`config.mk`:
```
export PLATFORM = sky130hd
export DESIGN_NAME = fifo_sample_pacer_flat
export DESIGN_NICKNAME = d
export VERILOG_FILES = /design/src/rtl/fifo_sample_pacer_if.sv /design/src/rtl/fifo_sample_pacer.sv /design/src/flat_wrapper.sv
export SDC_FILE = /design/constraint.sdc
export NUM_CORES = 1
export LEC_CHECK = 0
export CORE_UTILIZATION = 47
export DETAILED_ROUTE_END_ITERATION = 6
export PLACE_DENSITY = 0.8
export SLEW_MARGIN = 20
export SYNTH_ARGS = -nofsm -noshare
export SYNTH_HDL_FRONTEND = slang
export SYNTH_SLANG_ARGS = --single-unit
```
`constraint.sdc`:
```
create_clock -name clk -period 2.1 [get_ports clk]
set_input_delay 0.42 -clock clk [delete_from_list [all_inputs] [get_ports clk]]
set_output_delay 0.42 -clock clk [all_outputs]
set_load 0.02 [all_outputs]
```
`src/rtl/fifo_sample_pacer_if.sv`:
```
// Read-side connection between the sample FIFO and its constant-rate consumer.
interface fifo_sample_pacer_if #(
  parameter int DWIDTH = 16
);
  logic              fifo_empty;
  logic [DWIDTH-1:0] fifo_read_data;
  logic              fifo_read_en;

  modport master (
    input  fifo_empty,
    input  fifo_read_data,
    output fifo_read_en
  );

  modport slave (
    output fifo_empty,
    output fifo_read_data,
    input  fifo_read_en
  );
endinterface

```
`src/rtl/fifo_sample_pacer.sv`:
```
// Constant-rate FIFO consumer: one read per DIV clocks, offset-binary conversion,
// PWM output, underrun repeat/count and re-prime after a sustained drain.
//
// state | meaning
// PRIME | waiting for the FIFO to hold data; empty ticks are not underruns
// RUN   | streaming; empty ticks repeat the last sample and count as underruns
module fifo_sample_pacer #(
  parameter int DWIDTH         = 16,
  parameter int DIV            = 1000,
  parameter int PWM_BITS       = 8,
  parameter int UNDERRUN_LIMIT = 4
) (
  input  logic                       clk,
  input  logic                       rst,
  input  logic                       enable,
  fifo_sample_pacer_if.master        fifo,
  output logic [DWIDTH-1:0]          sample,
  output logic                       sample_valid,
  output logic                       pwm_out,
  output logic                       underrun,
  output logic [15:0]                underrun_count
);

  localparam int TW = $clog2(DIV);
  localparam int EW = $clog2(UNDERRUN_LIMIT + 1);
  localparam logic [DWIDTH-1:0] MIDSCALE  = {1'b1, {(DWIDTH-1){1'b0}}};
  localparam logic [TW-1:0]     TICK_LAST = TW'(DIV - 1);
  localparam logic [EW-1:0]     ER_LAST   = EW'(UNDERRUN_LIMIT - 1);

  typedef enum logic {PRIME, RUN} state_t;

  state_t              state_q, state_d;
  logic [TW-1:0]       tick_cnt_q;
  logic                tick;
  logic [EW-1:0]       empty_run_q;
  logic                rd_en, und_tick, limit_hit;
  logic                rd_pend_q, rep_pend_q;
  logic [PWM_BITS-1:0] pwm_cnt_q, duty_q;
  logic [15:0]         und_cnt_q;

  assign tick              = enable && (tick_cnt_q == TICK_LAST);
  assign fifo.fifo_read_en = rd_en;
  assign underrun_count    = und_cnt_q;

  always_comb begin
    state_d   = state_q;
    rd_en     = 1'b0;
    und_tick  = 1'b0;
    limit_hit = 1'b0;
    if (tick) begin
      case (state_q)
        PRIME: begin
          if (!fifo.fifo_empty) begin
            rd_en   = 1'b1;
            state_d = RUN;
          end
        end
        RUN: begin
          if (!fifo.fifo_empty) begin
            rd_en = 1'b1;
          end else begin
            und_tick = 1'b1;
            if (empty_run_q == ER_LAST) begin
              limit_hit = 1'b1;
              state_d   = PRIME;
            end
          end
        end
        default: state_d = PRIME;
      endcase
    end
    if (!enable) state_d = PRIME;
  end

  always_ff @(posedge clk) begin
    if (rst) state_q <= PRIME;
    else     state_q <= state_d;
  end

  always_ff @(posedge clk) begin
    if (rst) begin
      tick_cnt_q   <= '0;
      empty_run_q  <= '0;
      rd_pend_q    <= 1'b0;
      rep_pend_q   <= 1'b0;
      pwm_cnt_q    <= '0;
      duty_q       <= '0;
      pwm_out      <= 1'b0;
      sample       <= MIDSCALE;
      sample_valid <= 1'b0;
      underrun     <= 1'b0;
      und_cnt_q    <= '0;
    end else if (!enable) begin
      // Disabling drops any capture in flight; debug counters survive.
      tick_cnt_q   <= '0;
      empty_run_q  <= '0;
      rd_pend_q    <= 1'b0;
      rep_pend_q   <= 1'b0;
      pwm_cnt_q    <= '0;
      duty_q       <= '0;
      pwm_out      <= 1'b0;
      sample       <= MIDSCALE;
      sample_valid <= 1'b0;
    end else begin
      tick_cnt_q <= tick ? '0 : tick_cnt_q + TW'(1);

      pwm_cnt_q <= pwm_cnt_q + PWM_BITS'(1);
      if (pwm_cnt_q == '1) duty_q <= sample[DWIDTH-1 -: PWM_BITS];
      pwm_out <= (pwm_cnt_q < duty_q);

      sample_valid <= rd_pend_q | rep_pend_q;
      if (rd_pend_q)
        sample <= {~fifo.fifo_read_data[DWIDTH-1], fifo.fifo_read_data[DWIDTH-2:0]};
      rd_pend_q  <= rd_en;
      rep_pend_q <= und_tick & ~limit_hit;

      if (und_tick) begin
        underrun <= 1'b1;
        if (und_cnt_q != 16'hFFFF) und_cnt_q <= und_cnt_q + 16'd1;
        empty_run_q <= limit_hit ? '0 : empty_run_q + EW'(1);
      end else if (rd_en) begin
        empty_run_q <= '0;
      end

      // DIV >= 4 guarantees no capture is pending on a limit tick.
      if (limit_hit) sample <= MIDSCALE;
    end
  end

endmodule

```
`src/flat_wrapper.sv`:
```
// flat-port wrapper written by rule: the top's interface ports become plain ports
module fifo_sample_pacer_flat 
#(
  parameter int DWIDTH         = 16,
  parameter int DIV            = 1000,
  parameter int PWM_BITS       = 8,
  parameter int UNDERRUN_LIMIT = 4
)
  (clk, rst, enable, sample, sample_valid, pwm_out, underrun, underrun_count, fifo_fifo_empty, fifo_fifo_read_data, fifo_fifo_read_en);
  fifo_sample_pacer_if #(.DWIDTH(DWIDTH)) fifo_i ();
  input  logic clk;
  input  logic rst;
  input  logic enable;
  output logic [DWIDTH-1:0] sample;
  output logic sample_valid;
  output logic pwm_out;
  output logic underrun;
  output logic [15:0] underrun_count;
  input wire logic [$bits(fifo_i.fifo_empty)-1:0] fifo_fifo_empty;
  input wire logic [$bits(fifo_i.fifo_read_data)-1:0] fifo_fifo_read_data;
  output wire logic [$bits(fifo_i.fifo_read_en)-1:0] fifo_fifo_read_en;
  assign fifo_i.fifo_empty = fifo_fifo_empty;
  assign fifo_i.fifo_read_data = fifo_fifo_read_data;
  assign fifo_fifo_read_en = fifo_i.fifo_read_en;
  fifo_sample_pacer #(.DWIDTH(DWIDTH), .DIV(DIV), .PWM_BITS(PWM_BITS), .UNDERRUN_LIMIT(UNDERRUN_LIMIT)) u_core (.clk(clk), .rst(rst), .enable(enable), .fifo(fifo_i), .sample(sample), .sample_valid(sample_valid), .pwm_out(pwm_out), .underrun(underrun), .underrun_count(underrun_count));
endmodule
```
==> flow_summary.ini <==
[status]
run_status = finished, final reports clean

[critical_path]
path_max_fanout = 2
end_kind = output pin
reg2reg_depth = 7
required_ps = 1680
path_class = reg2out
rr_startpoint = u_core.tick_cnt_q[0]
r2r-end = u_core.underrun_count[13]
startpoint_type = flop
startpoint = u_core.tick_cnt_q[0]
reg2reg_slack_ps = 120
arrival_ps = 1590

[finish]
final_util_pct = 65.90
layout.nets = 422
drive_gt1_share_pct = 13.67
multi_input_area_um2 = 1503
nFillCells = 490
area_growth_pct = 33.83
regArea_um2 = 1344
diodes = 0

[grt]
grt_pass1_vias = 2329
antenna_found_initial = 0
grt_usage_pct = 20.24
grt_max_degree = 19
grt_pass1_wl_mm = 10.06
grt_overflow_total = 0

[sta]
min_period_ps = 2010
hold_violations = 0
maxSlewHeadroom_pct = 67.33
slew_viol_final = 0
tightest_slew_ps = 490.1
worst_clock_skew_ps = 3.844
setup_viol = 0
period_share_pct = 95.73
worst_slack_ps = 89.73
max_clock_freq_mhz = 497.4
rsz0062_at_grt = false

[clock_tree]
root_buffer = clkbuf_8
clk_pin_slew_ps = 70
cts_hold_buf = 0
h-tree-depth = 3
cts_buffer_depth = 2
tritoncts.num_buffers = 9
cts_sinks = 67
clkLatencyLatePin_ps = 340
postCtsSetupBuffers = 0
tritoncts = built

[logic_synthesis]
synthTopCellsByCount = 67 x dfxtp_1, 67 x nor2_1, 23 x mux2i_1
yosysTopAreaCellShare_pct = 45.73
syn_area_um2 = 2933
synth-seq-area-share_pct = 45.73
yosys_warnings = 0
avgSynthCellArea_um2 = 9.252
syn_inst = 317
synth_ff_type = dfxtp_1
synth_area_leader_cell = dfxtp_1
postSynth.asyncResetShare_pct = 0
synth-edff-count = 0
synthDistinctLibCells = 35
synth_seq_cells = 67
synth_fp_nets = 349
synthTopCellsByArea = dfxtp_1 46%, nor2_1 8.6%, mux2i_1 7.8%

[drt]
topRoutingLayerUsed = met4
drc_errors = 0
drt-vias-per-instance = 5.087
routed_wl_mm = 6.084
num_vias = 2391
met1_length_mm = 2.671
wire_per_inst_um = 12.94
ant_nets = 0
route.met3.wl_um = 231
dr.pass1.iters = 4
wl_met2_mm = 3.051
drt_iter0_drc = 75

[min_path]
hold_path.class = reg2reg
holdPathEnd = u_core.sample_valid
hold-path-cell-count = 2
hp-start = u_core.rep_pend_q

[floorplanning]
core_um2 = 5956
start_util_pct = 49.24
rows = 28
die_w_um = 81.00
dieArea_um2 = 6560
io_pins = 56
die_h_um = 81.00

[run]
drv_cap = 0

[placement]
portBuffers = 55
pre_cts_slack_ps = -515.5
hpwl_mm = 4.306
place.gp.congestion = 0.8121

[power]
seq_power_share_pct = 51.5
vdd_ir_drop_max_uv = 424.1
power_density_nw_per_um2 = 632.7
p_clk_share_pct = 45.2
p_comb_share_pct = 3.3
p_sw_mw = 0.5146
power.leakage_nw = 1.361
p_int_mw = 1.969
p_sw_share_pct = 20.72
-- final cells by class --
type / count / share of cell area (%)
multi-input cells: 223 / 38.28
flip-flops and latches: 67 / 34.24
clock buffers: 13 / 4.303
well taps: 75 / 2.391
clock inverters: 3 / 1.148
inverters: 11 / 1.052
repair buffers: 78 / 18.58
-- metal layers --
| layer | up-vias | global-route usage (%) |
|---|---|---|
| li1 | 1208 | - |
| met1 | 1121 | 22.64 |
| met2 | 51 | 35.80 |
| met3 | 11 | 4.157 |
| met4 | 0 | 10.89 |
| met5 | - | 0 |
-- cell families after synthesis --
family	synth area share [%]
AOI/OAI and AO/OA	4.010
xor gates and xnor gates	8.362
adders and majority gates	5.119
buffers and inverters	3.882
DFF	45.73
muxes	7.850
and+or+nand+nor	25.04
-- repair_timing --
action                                  CTS  global route
hold endpoints to repair                  0             0
pin swaps                                 3             2
endpoints found under the setup margin    7            26
gates resized for setup                   9             6
-- power by group through the flow --
| stage | logic, mW | registers (mW) | clock network, mW |
|---|---|---|---|
| after floorplan | 0.0256 | 1.31 | 0 |
| final | 0.0822 | 1.28 | 1.12 |
| after CTS | 0.0829 | 1.28 | 1.14 |
| after global placement | 0.0803 | 1.31 | 0 |
| after detailed placement | 0.0813 | 1.31 | 0 |
| after global routing | 0.0888 | 1.28 | 1.20 |
-- layout by cell type, fill, tap and decap left out, types with 2 or more instances in the layout --
cell             netlist  final
buf_4                  0     23
nand3_1               16     16
nor3_1                 9      9
inv_1                 11     11
dfxtp_2                0      2
nor3_2                 4      4
and4_1                 4      4
nor2_1                67     66
o21ai_0                2      2
o21ai_1                2      2
xnor2_1               21     21
dfxtp_1               67     65
and3_1                 8      8
and2_1                 2      2
clkdlybuf4s50_1        0     52
a211oi_1               2      2
clkbuf_8               0     12
nand2b_1               4      4
nand4_1                6      6
xor2_1                 7      7
clkinvlp_4             0      2
a21o_1                 3      3
mux2i_1               23     23
dlymetal6s2s_1         0      2
a21oi_1                7      7
ha_1                  12     11
nor4_4                 3      3
nand2_1               12     12
-- critical path, cell delays in order (launching register included) --
cell	delay [ps]
dfxtp_2	350
ha_4	130
nand4_1	110
or3_4	420
nor2_4	110
buf_6	130
-- worst max-delay path by stage --
| stage | to | slack (ps) |
|---|---|---|
| after floorplan | u_core.underrun_count[12] | 170 |
| after global placement | fifo_fifo_read_en | -490 |
| after detailed placement | fifo_fifo_read_en | -520 |
| after CTS | fifo_fifo_read_en | 5 |
| after global routing | u_core.underrun_count[15] | 6 |
| final | fifo_fifo_read_en | 90 |
-- sequential cells by signal (all words and copies together), names as in the netlist --
register               cells
u_core.sample             16
u_core.pwm_out             1
u_core.underrun            1
u_core.pwm_cnt_q           8
u_core.state_q             1
u_core.empty_run_q         3
u_core.rd_pend_q           1
u_core.tick_cnt_q         10
u_core.underrun_count     16
u_core.rep_pend_q          1
u_core.duty_q              8
u_core.sample_valid        1
-- through the flow --
stage	total power, mW	std cells	instance area [um2]	TNS (ps)	hold slack (ps)
detailed placement	1.387	454	3677	-8205	429.4
global route	2.569	470	3925	0	486.9
CTS	2.504	470	3905	0	446.7
global placement	1.386	454	3677	-7073	434.5
floorplan	1.331	317	2933	0	411.4
finish	2.483	470	3925	0	445.3
(Power assumes the default switching activity.)
